$ cat src/rtl/set_false_path_pkg.sv
// set_false_path_pkg: shared state encoding and default sizes for the four-phase CDC responder.
package set_false_path_pkg;
  typedef enum logic [1:0] {
    IDLE     = 2'd0,
    DELIVER  = 2'd1,
    ACK_HIGH = 2'd2
  } state_t;
  localparam int DEF_WIDTH       = 8;
  localparam int DEF_SYNC_STAGES = 2;
endpackage

$ cat src/rtl/cdc_sync_bit.sv
// cdc_sync_bit: multi-flop level synchronizer for a single asynchronous bit.
module cdc_sync_bit #(
  parameter int STAGES = 2
) (
  input  logic clk2,
  input  logic rst_n,
  input  logic d,
  output logic q
);
  logic [STAGES-1:0] r_sync;
  always_ff @(posedge clk2 or negedge rst_n)
    if (!rst_n) r_sync <= '0;
    else        r_sync <= {r_sync[STAGES-2:0], d};
  assign q = r_sync[STAGES-1];
endmodule

$ cat src/rtl/set_false_path_cdc_responder.sv
// set_false_path_cdc_responder: receive side of a four-phase req/ack crossing, delivering each word
// to a valid/ready consumer before acknowledging. Only req is synchronized; data rides on the handshake.
module set_false_path_cdc_responder
  import set_false_path_pkg::*;
#(
  parameter int WIDTH       = DEF_WIDTH,
  parameter int SYNC_STAGES = DEF_SYNC_STAGES,
  parameter int CNT_W       = 8
) (
  input  logic             clk2,
  input  logic             rst_n,
  input  logic             req_async,
  input  logic [WIDTH-1:0] data_async,
  output logic             ack,
  output logic [WIDTH-1:0] out_data,
  output logic             out_valid,
  input  logic             out_ready,
  output logic [CNT_W-1:0] xfer_count,
  output logic             protocol_err
);
  logic             w_req_sync;
  state_t           r_state, w_state;
  logic             r_ack, w_ack, r_valid, w_valid, r_err, w_err;
  logic [WIDTH-1:0] r_data, w_data;
  logic [CNT_W-1:0] r_cnt, w_cnt;

  cdc_sync_bit #(.STAGES(SYNC_STAGES)) u_req_sync (
    .clk2  (clk2),
    .rst_n (rst_n),
    .d     (req_async),
    .q     (w_req_sync)
  );

  // data_async is only sampled once the synchronized req proves it has settled
  always_comb begin
    w_state = r_state;
    w_ack   = r_ack;
    w_valid = r_valid;
    w_err   = r_err;
    w_data  = r_data;
    w_cnt   = r_cnt;
    case (r_state)
      IDLE:
        if (w_req_sync) begin
          w_data  = data_async;
          w_valid = 1'b1;
          w_state = DELIVER;
        end
      DELIVER:
        if (!w_req_sync) begin
          w_err   = 1'b1;
          w_valid = 1'b0;
          w_state = IDLE;
        end else if (out_ready) begin
          w_valid = 1'b0;
          w_ack   = 1'b1;
          w_cnt   = r_cnt + 1'b1;
          w_state = ACK_HIGH;
        end
      ACK_HIGH:
        if (!w_req_sync) begin
          w_ack   = 1'b0;
          w_state = IDLE;
        end
      default: w_state = IDLE;
    endcase
  end

  always_ff @(posedge clk2 or negedge rst_n)
    if (!rst_n) begin
      r_state <= IDLE;
      r_ack   <= 1'b0;
      r_valid <= 1'b0;
      r_err   <= 1'b0;
      r_data  <= '0;
      r_cnt   <= '0;
    end else begin
      r_state <= w_state;
      r_ack   <= w_ack;
      r_valid <= w_valid;
      r_err   <= w_err;
      r_data  <= w_data;
      r_cnt   <= w_cnt;
    end

  assign ack          = r_ack;
  assign out_data     = r_data;
  assign out_valid    = r_valid;
  assign xfer_count   = r_cnt;
  assign protocol_err = r_err;
endmodule

$ cat config.mk
export PLATFORM = sky130hd
export DESIGN_NAME = set_false_path_cdc_responder
export DESIGN_NICKNAME = d
export VERILOG_FILES = /design/src/rtl/set_false_path_pkg.sv /design/src/rtl/cdc_sync_bit.sv /design/src/rtl/set_false_path_cdc_responder.sv
export SDC_FILE = /design/constraint.sdc
export NUM_CORES = 1
export LEC_CHECK = 0
export CAP_MARGIN = 20
export CORE_MARGIN = 2
export CORE_UTILIZATION = 35
export CTS_CLUSTER_DIAMETER = 60
export DETAILED_ROUTE_END_ITERATION = 16
export PLACE_DENSITY = 0.76
export SLEW_MARGIN = 20
export SYNTH_ARGS = -nofsm -noshare
export SYNTH_HDL_FRONTEND = slang
export SYNTH_SLANG_ARGS = --single-unit
$ cat constraint.sdc
create_clock -name clk2 -period 3.1 [get_ports clk2]
set_input_delay 0.62 -clock clk2 [delete_from_list [all_inputs] [get_ports clk2]]
set_output_delay 0.62 -clock clk2 [all_outputs]
set_load 0.01 [all_outputs]
# Word-level counts from Yosys, hierarchy flattened
# Cells that the tools add are included.
# classes
n_addsub,1
eq_ne,7
n_mux,13
bitwise_logic,1
n_reduce_logical,9
# op_table
operator,count
AND reduction 3 bit,3
adder 8 x 1 -> 8 bit (second input constant),1
2-to-1 mux 2 bit,4
2-to-1 mux 1 bit,6
case mux 2 bit (3 select lines),1
inequality test 2 x 1 -> 1 bit (second input constant),2
inequality test 2 bit (second input constant),2
case mux 1 bit (2 select lines),2
AND reduction 2 bit,2
AND reduction 4 bit,1
nonzero test 2 bit,2
inequality test 3 bit (second input constant),1
== test 2 x 1 -> 1 bit (second input constant),1
== test 2 bit (second input constant),1
zero test 2 bit,1
inverter 1 bit,1
# word_totals
regBits,23
in_bits,12
out_inout_bits,19
wordCells,38

# Logic depth before layout (Yosys ltp)
# Gate-level depths: netlist (run 1).
# depth
word_depth,3
depth_mapped,4
mapped_depth_nobuf,4

# Cells and area by module
# From an unflattened synthesis (run 1), not the netlist that was laid out.
# unflattened
hier_cells,72
area_unflattened_um2,933.4
# modules_own_cells
module,n_inst,cells_each,area_each_um2,seq_area_each_um2
set_false_path_cdc_responder,1,70,883.3,525.5
cdc_sync_bit,1,2,50.0,50.0

# Worst setup path after synthesis (run 1)
# OpenSTA, ideal clock, no wires.
# synth_timing
path_type,input to register
start,input out_ready
end,"register r_cnt[1], in the netlist xfer_count[1]"
setup_time_ns,0.127
arrival_time_ns,1.212
t_required_ns,2.973
slack_ns,1.760
path_stages,3
n_path_buf,1
cell_sequence,and4b_1 > buf_6 > mux2_1
# synth_via
elab_chain_cells,1
# synth_lines
item,line_no,text
start: declaration,set_false_path_cdc_responder.sv:17,"input logic out_ready,"
AND reduction 3 bit (no line),--,
end signal: assignment,set_false_path_cdc_responder.sv:83,r_cnt <= w_cnt;
end: declaration,set_false_path_cdc_responder.sv:25,"logic [CNT_W-1:0] r_cnt, w_cnt;"
# No other way between the ends.
# A chain may end at the register's enable or synchronous reset.

# Worst setup path after layout (run 1)
# layout_timing
start,"register r_cnt[2], in the netlist xfer_count[2]"
end,output xfer_count[2]
# layout_lines
item,line_no,text
end: declaration,set_false_path_cdc_responder.sv:18,"output logic [CNT_W-1:0] xfer_count,"
# No word-level cell between the ends.

==> out/metrics.yaml, run 1 <==
path_cells: "clkdlybuf4s50_1"
fillCellCount: 219
grt_max_degree: 24
tns_ns: 0
endpoint: "xfer_count[2]"
multiInputGateArea_um2: 337.8
grt_overflow: 0
p_comb_share_pct: 30.0
critPathMaxFanout: 5
avgRoutedWirePerCell_um: 12.46
seq_area_um2: 575.6
cpMaxStageDelayCell: "clkdlybuf4s50_1"
rows: 18
hold_viol_final: 0
drt_wl_total_um: 1682
rr_startpoint: "r_state[1]$_DFFE_PN0P_"
synth_ff_type: "dfrtp_1"
worst_pin_slew_ns: 0.2896
ys_warn_count: 0
io_pins: 31
firstDrtPassIters: 4
globalplace.congestion: 0.7055
drtIter0Drc: 6
slew_viol_final: 0
status: "finished clean"
power.density_nw_per_um2: 603.0
vias: 660
period_share_pct: 63.43
setup_viol: 0
cts_hold_buf: 0
cts_tree: "done"
die_h_um: 55.71
worstPathArrival_ns: 1.35
max_freq_mhz: 508.5
synth_seq_cells: 23
die_area_um2: 3104
cap_violations: 0
cpPeakStageDelay_ns: 0.58
routed_via_density: 4.889
rsz0062_at_grt: "false"
p_seq_share_pct: 52.6
synth_cells: 71
post_cts_resized: 0
relSlewSlack_pct: 80.69
r2r.worst_path.cells: 3
min_period_ns: 1.966
areaGrowthSynthToFinish_pct: 38.50
synth_top_area_share_pct: 61.50
p_sw_share_pct: 29.72
clkTransAtPathRegs_ns: 0.12
cts.sinks: 23
port_buffers: 30
path_delay_family: "buffers and inverters"
grt_pass1_vias: 714
cp.buffers_inverters: 1
crit_type: "reg -> out"
p_sw_mw: 0.2323
hpwlAfterDp_um: 1293
crit_path_start_kind: "flop"
peakVddDrop_v: 0.0003597
grt_pass1_wl_um: 2980
endpoint_kind: "primary output"
clk_path_buf_depth: 2
ys_async_sr_fraction_pct: 100.0
synth_most_common_cell: "dfrtp_1"
syn_nets: 84
antenna_cells: 0
ys_seq_area_share_pct: 61.50
ys_types: 23
chipWidth_um: 55.71
floorplan.initialDensity_pct: 37.44
worstPathRequired_ns: 2.48
r2r_setup_slack_ns: 1.72
final_util_pct: 51.85
synth_area_leaders: "dfrtp_1 61%, mux2_2 9.6%, xor2_1 3.7%"
reg2reg_to: "out_data[7]$_DFFE_PN0P_"
postCtsSetupBuffers: 0
cts_buffers: 3
drive_gt1_share_pct: 13.33
synth_commonest_cells: "23 x dfrtp_1, 8 x mux2_2, 6 x nand2_1"
nets: 119
cts.htree.levels: 1
finClkSkew_ns: 0.005993
track_usage_pct: 11.92
leakagePower_nw: 0.5520
crit_start: "xfer_count[2]$_DFFE_PN0P_"
drc: 0
ant_nets: 0
core_um2: 2500
avgSynthCellArea_um2: 13.18
critical_path_depth: 1
synth_edf_count: 0
clkPwrFrac_pct: 17.4
hold_class: "reg -> reg"
post-synth-top-area-cell: "dfrtp_1"
clkLatencyLatePin_ns: 0.31
cts_root_buf: "clkbuf_4"
p_int_mw: 0.5493
antenna_found_initial: 0
synth.cell_area_um2: 935.9
==> state kept, by name, summed over array words and instances (netlist names) <==
register and flops:
ack 1, u_req_sync.r_sync 2, r_state 2, out_valid 1, out_data 8, protocol_err 1
xfer_count 8
==> routing by layer <==
metal / wire length [µm] / vias to the layer above / share of wire, % / track usage, %
met5: 0 / - / 0 / 0
met2: 789 / 29 / 47 / 19.90
met1: 715 / 315 / 43 / 14.20
li1: - / 314 / - / -
met3: 160 / 2 / 9.5 / 3.488
met4: 16 / 0 / 0.95 / 5.226
==> worst min-delay path by stage <==
stage,depth (start not counted),start,to
after floorplan,0,rst_n,ack$_DFFE_PN0P_
after global placement,0,u_req_sync.r_sync[0]$_DFF_PN0_,u_req_sync.r_sync[1]$_DFF_PN0_
after detailed placement,0,u_req_sync.r_sync[0]$_DFF_PN0_,u_req_sync.r_sync[1]$_DFF_PN0_
after CTS,0,u_req_sync.r_sync[0]$_DFF_PN0_,u_req_sync.r_sync[1]$_DFF_PN0_
after global routing,0,u_req_sync.r_sync[0]$_DFF_PN0_,u_req_sync.r_sync[1]$_DFF_PN0_
final,0,u_req_sync.r_sync[0]$_DFF_PN0_,u_req_sync.r_sync[1]$_DFF_PN0_
==> cells in the final DEF (no fill, tap or decap), types with 2 or more instances in the layout <==
master | Yosys | final
nand2_1 | 6 | 6
clkbuf_4 | 0 | 3
dfrtp_1 | 23 | 23
nand4_1 | 2 | 2
inv_1 | 3 | 3
xor2_1 | 4 | 4
nand3_1 | 2 | 2
a21oi_1 | 2 | 2
o21ai_0 | 4 | 4
mux2_2 | 8 | 8
nor3_1 | 2 | 2
clkdlybuf4s50_1 | 0 | 30
xnor2_1 | 3 | 3
==> final cells by class <==
cell class,count,area share (%)
Clock buffer,4,2.027
Inverter,3,0.8687
Multi-Input combinational cell,44,26.06
Sequential cell,23,44.40
Tap cell,30,2.896
Timing Repair Buffer,31,23.75
==> per-stage QoR <==
stage | instances | total power [mW] | hold slack (ns) | setup slack [ns] | instance area (µm²)
5_1_grt | 135 | 0.8349 | 0.3840 | 1.079 | 1296
3_3_place_gp | 131 | 0.6499 | 0.3329 | 1.149 | 1270
2_1_floorplan | 71 | 0.5055 | 0.3244 | 1.760 | 935.9
4_1_cts | 135 | 0.7954 | 0.3726 | 1.116 | 1296
6_report | 135 | 0.7816 | 0.3668 | 1.134 | 1296
3_5_place_dp | 131 | 0.6549 | 0.3435 | 1.135 | 1270
==> logic make-up after synthesis <==
family                   Yosys count  share of synthesized area [%]
flip-flops                        23                          61.50
AND/OR/NAND/NOR                   19                          12.57
multiplexers                       9                          10.83
AO/OA/AOI/OAI                      8                          4.814
XOR/XNOR                           7                          6.551
buffers and inverters              4                          2.406
adder cells (fa/ha/maj)            1                          1.337
==> power groups by stage <==
stage / logic [mW] / clock network, mW / registers (mW)
6_report: 0.234 / 0.136 / 0.411
5_1_grt: 0.258 / 0.157 / 0.420
4_1_cts: 0.239 / 0.144 / 0.412
3_5_place_dp: 0.238 / 0 / 0.417
3_3_place_gp: 0.236 / 0 / 0.413
2_1_floorplan: 0.0741 / 0 / 0.431
Note: power is estimated with default switching activity, not from simulation.
==> inputs of run 2 (changes only) <==
--- a/config.mk
+++ b/config.mk
@@ -10,7 +10,7 @@
 export CORE_UTILIZATION = 35
 export CTS_CLUSTER_DIAMETER = 60
 export DETAILED_ROUTE_END_ITERATION = 16
-export PLACE_DENSITY = 0.76
+export PLACE_DENSITY = 0.78
 export SLEW_MARGIN = 20
 export SYNTH_ARGS = -nofsm -noshare
 export SYNTH_HDL_FRONTEND = slang
==> constraint.sdc (replaced) <==
create_clock -name clk2 -period 1.8 [get_ports clk2]
set_input_delay 0.36 -clock clk2 [delete_from_list [all_inputs] [get_ports clk2]]
set_output_delay 0.36 -clock clk2 [all_outputs]
set_load 0.01 [all_outputs]
==> run 2 against run 1 <==
  * Core utilization rose by 0.30 points
  * Register-to-register slack got worse by 1.3 ns
  * Clock power rose by 68%
  * Power rose by 72%
  * Global-route usage rose by 0.24 points
  * Combinational power rose by 74%
  * Largest cell class unchanged
  * Final cell count rose by 0.74%
  * Critical path depth did not move
  * Critical path type unchanged
  * Flip-flop and latch count did not move
  * Count of clock-buffer cells in the layout did not move
  * Largest power group unchanged
==> out/metrics.yaml, run 2 (synthesis gave the netlist of run 1 again) <==
cpMaxStageDelayCell: "clkdlybuf4s50_1"  # unchanged
postCtsSetupBuffers: 0  # unchanged
final_cell_mix: "30 x clkdlybuf4s50_1, 23 x dfrtp_1, 8 x mux2_2"  # unchanged
holdPathEnd: "u_req_sync.r_sync[1]$_DFF_PN0_"  # unchanged
min_period_ns: 1.688
holdCritStartpoint: "u_req_sync.r_sync[0]$_DFF_PN0_"  # unchanged
grt_pass1_vias: 704  # was 714
hpwlAfterDp_um: 1304  # was 1293 µm
clk_path_buf_depth: 2  # unchanged
reg2reg_to: "out_data[0]$_DFFE_PN0P_"  # was out_data[7]$_DFFE_PN0P_
post-place-ws_ns: 0.1725  # was 1.135 ns
grt_overflow: 0  # unchanged
routed_via_density: 4.757  # was 4.889
clkLatencyLatePin_ns: 0.30  # was 0.31 ns
cts_tree: "done"  # unchanged
vias: 647  # was 660
track_usage_pct: 12.16  # was 11.92%
avgRoutedWirePerCell_um: 12.37  # was 12.46 µm
tns_ns: 0  # unchanged
max_freq_mhz: 592.5
io_pins: 31  # unchanged
drtIter0Drc: 1  # was 6
post_cts_resized: 0  # unchanged
cpPeakStageDelay_ns: 0.58  # about the same
chipWidth_um: 55.71  # unchanged
status: "finished clean"  # unchanged
rows: 18  # unchanged
die_area_um2: 3104  # unchanged
worst_pin_slew_ns: 0.2829  # was 0.2896 ns
antenna_found_initial: 0  # unchanged
r2r.worst_path.cells: 3  # unchanged
r2r_setup_slack_ns: 0.41  # was 1.72 ns
die_h_um: 55.71  # unchanged
grt_pass1_wl_um: 2987  # was 2980 µm
rsz0062_at_grt: "false"  # unchanged
antenna_cells: 0  # unchanged
finClkSkew_ns: 0.003929  # was 0.005993 ns
rr_startpoint: "r_state[1]$_DFFE_PN0P_"  # unchanged
worstPathRequired_ns: 1.44  # was 2.48 ns
period_share_pct: 93.76
relSlewSlack_pct: 81.14  # was 80.69%
path_cells: "clkdlybuf4s50_1"  # unchanged
ant_nets: 0  # unchanged
grt_max_degree: 24  # unchanged
crit_path_start_kind: "flop"  # unchanged
worstPathArrival_ns: 1.33  # was 1.35 ns
areaGrowthSynthToFinish_pct: 39.30  # was 38.50%
path_delay_family: "buffers and inverters"  # unchanged
nets: 120  # was 119
globalplace.congestion: 0.7492  # was 0.7055
cp.buffers_inverters: 1  # unchanged
floorplan.initialDensity_pct: 37.44  # unchanged
crit_type: "reg -> out"  # unchanged
fillCellCount: 227  # was 219
slew_viol_final: 0  # unchanged
multiInputGateArea_um2: 337.8  # unchanged
cts.htree.levels: 1  # unchanged
drc: 0  # unchanged
final_common_cell: "clkdlybuf4s50_1"  # unchanged
cts_buffers: 3  # unchanged
cap_violations: 0  # unchanged
seq_area_um2: 575.6  # unchanged
drive_gt1_share_pct: 14.15  # was 13.33%
worstHoldPathCells: 0  # unchanged
cts_hold_buf: 0  # unchanged
core_um2: 2500  # unchanged
clkTransAtPathRegs_ns: 0.12  # about the same
postLayoutSetupSlackWorst_ns: 0.1123  # was 1.134 ns
setup_viol: 0  # unchanged
endpoint_kind: "primary output"  # unchanged
peakVddDrop_v: 0.0005613  # was 0.0003597 V
cts_root_buf: "clkbuf_4"  # unchanged
port_buffers: 30  # unchanged
hold_class: "reg -> reg"  # unchanged
cts.sinks: 23  # unchanged
drt_wl_total_um: 1682  # unchanged
critPathMaxFanout: 5  # unchanged
power.density_nw_per_um2: 1030  # was 603.0 nW/µm²
firstDrtPassIters: 2  # was 4
hold_viol_final: 0  # unchanged
leakagePower_nw: 0.5568  # was 0.5520 nW
==> run 2: cell types whose count changed in the layout (fill, tap and decap cells not counted), sizes merged <==
cell	delta
buf	+1
==> run 2: final cells by class <==
| cell class | instances | area share [%] |
|---|---|---|
| Clock buffer | 4 | 2.015 |
| Tap cell | 30 | 2.879 |
| Timing Repair Buffer | 32 | 24.18 |
| Multi-Input combinational cell | 44 | 25.91 |
| Sequential cell | 23 | 44.15 |
| Inverter | 3 | 0.8637 |
==> run 2: worst max path at each step <==
stage                              startpoint                         to  slack (ns)  depth (start not counted)
CTS                 xfer_count[2]$_DFFE_PN0P_              xfer_count[2]        0.09                          1
detailed placement                  out_ready  xfer_count[1]$_DFFE_PN0P_        0.17                          3
finish              xfer_count[2]$_DFFE_PN0P_              xfer_count[2]        0.11                          1
floorplan              r_state[1]$_DFFE_PN0P_    out_data[0]$_DFFE_PN0P_        0.55                          3
global placement                    out_ready  xfer_count[1]$_DFFE_PN0P_        0.21                          3
global route        xfer_count[2]$_DFFE_PN0P_              xfer_count[2]        0.04                          1
==> run 2: routing by layer <==
layer,GRT usage (%),part of all wire (%),vias to the layer above
met4,6.272,0.59,0
met5,0,0,-
met1,14.48,42,303
met3,3.023,7.8,2
met2,20.24,50,26
li1,-,-,316
==> run 2: metrics by stage <==
stage          cell area, µm²  std cells  hold WS (ns)  power [mW]  util, %
2_1_floorplan           935.9         71       0.06441      0.8706        -
3_3_place_gp             1277        132        0.3331       1.119    51.10
3_5_place_dp             1277        132        0.3347       1.133    51.10
4_1_cts                  1304        136        0.3629       1.364    52.15
5_1_grt                  1304        136        0.3719       1.436    52.15
6_report                 1304        136        0.3612       1.342    52.15
==> run 2: power breakdown <==
group / internal [mW] / total, mW / switching [mW]
Sequential: 0.610 / 0.705 / 0.0954
Clock: 0.0862 / 0.228 / 0.142
Combinational: 0.253 / 0.408 / 0.156
==> run 2: worst register-to-register path: stages, from the launching register on <==
cell and delay, ns:
dfrtp_1 0.47, nand2b_1 0.22, nor2_4 0.23, mux2_2 0.37
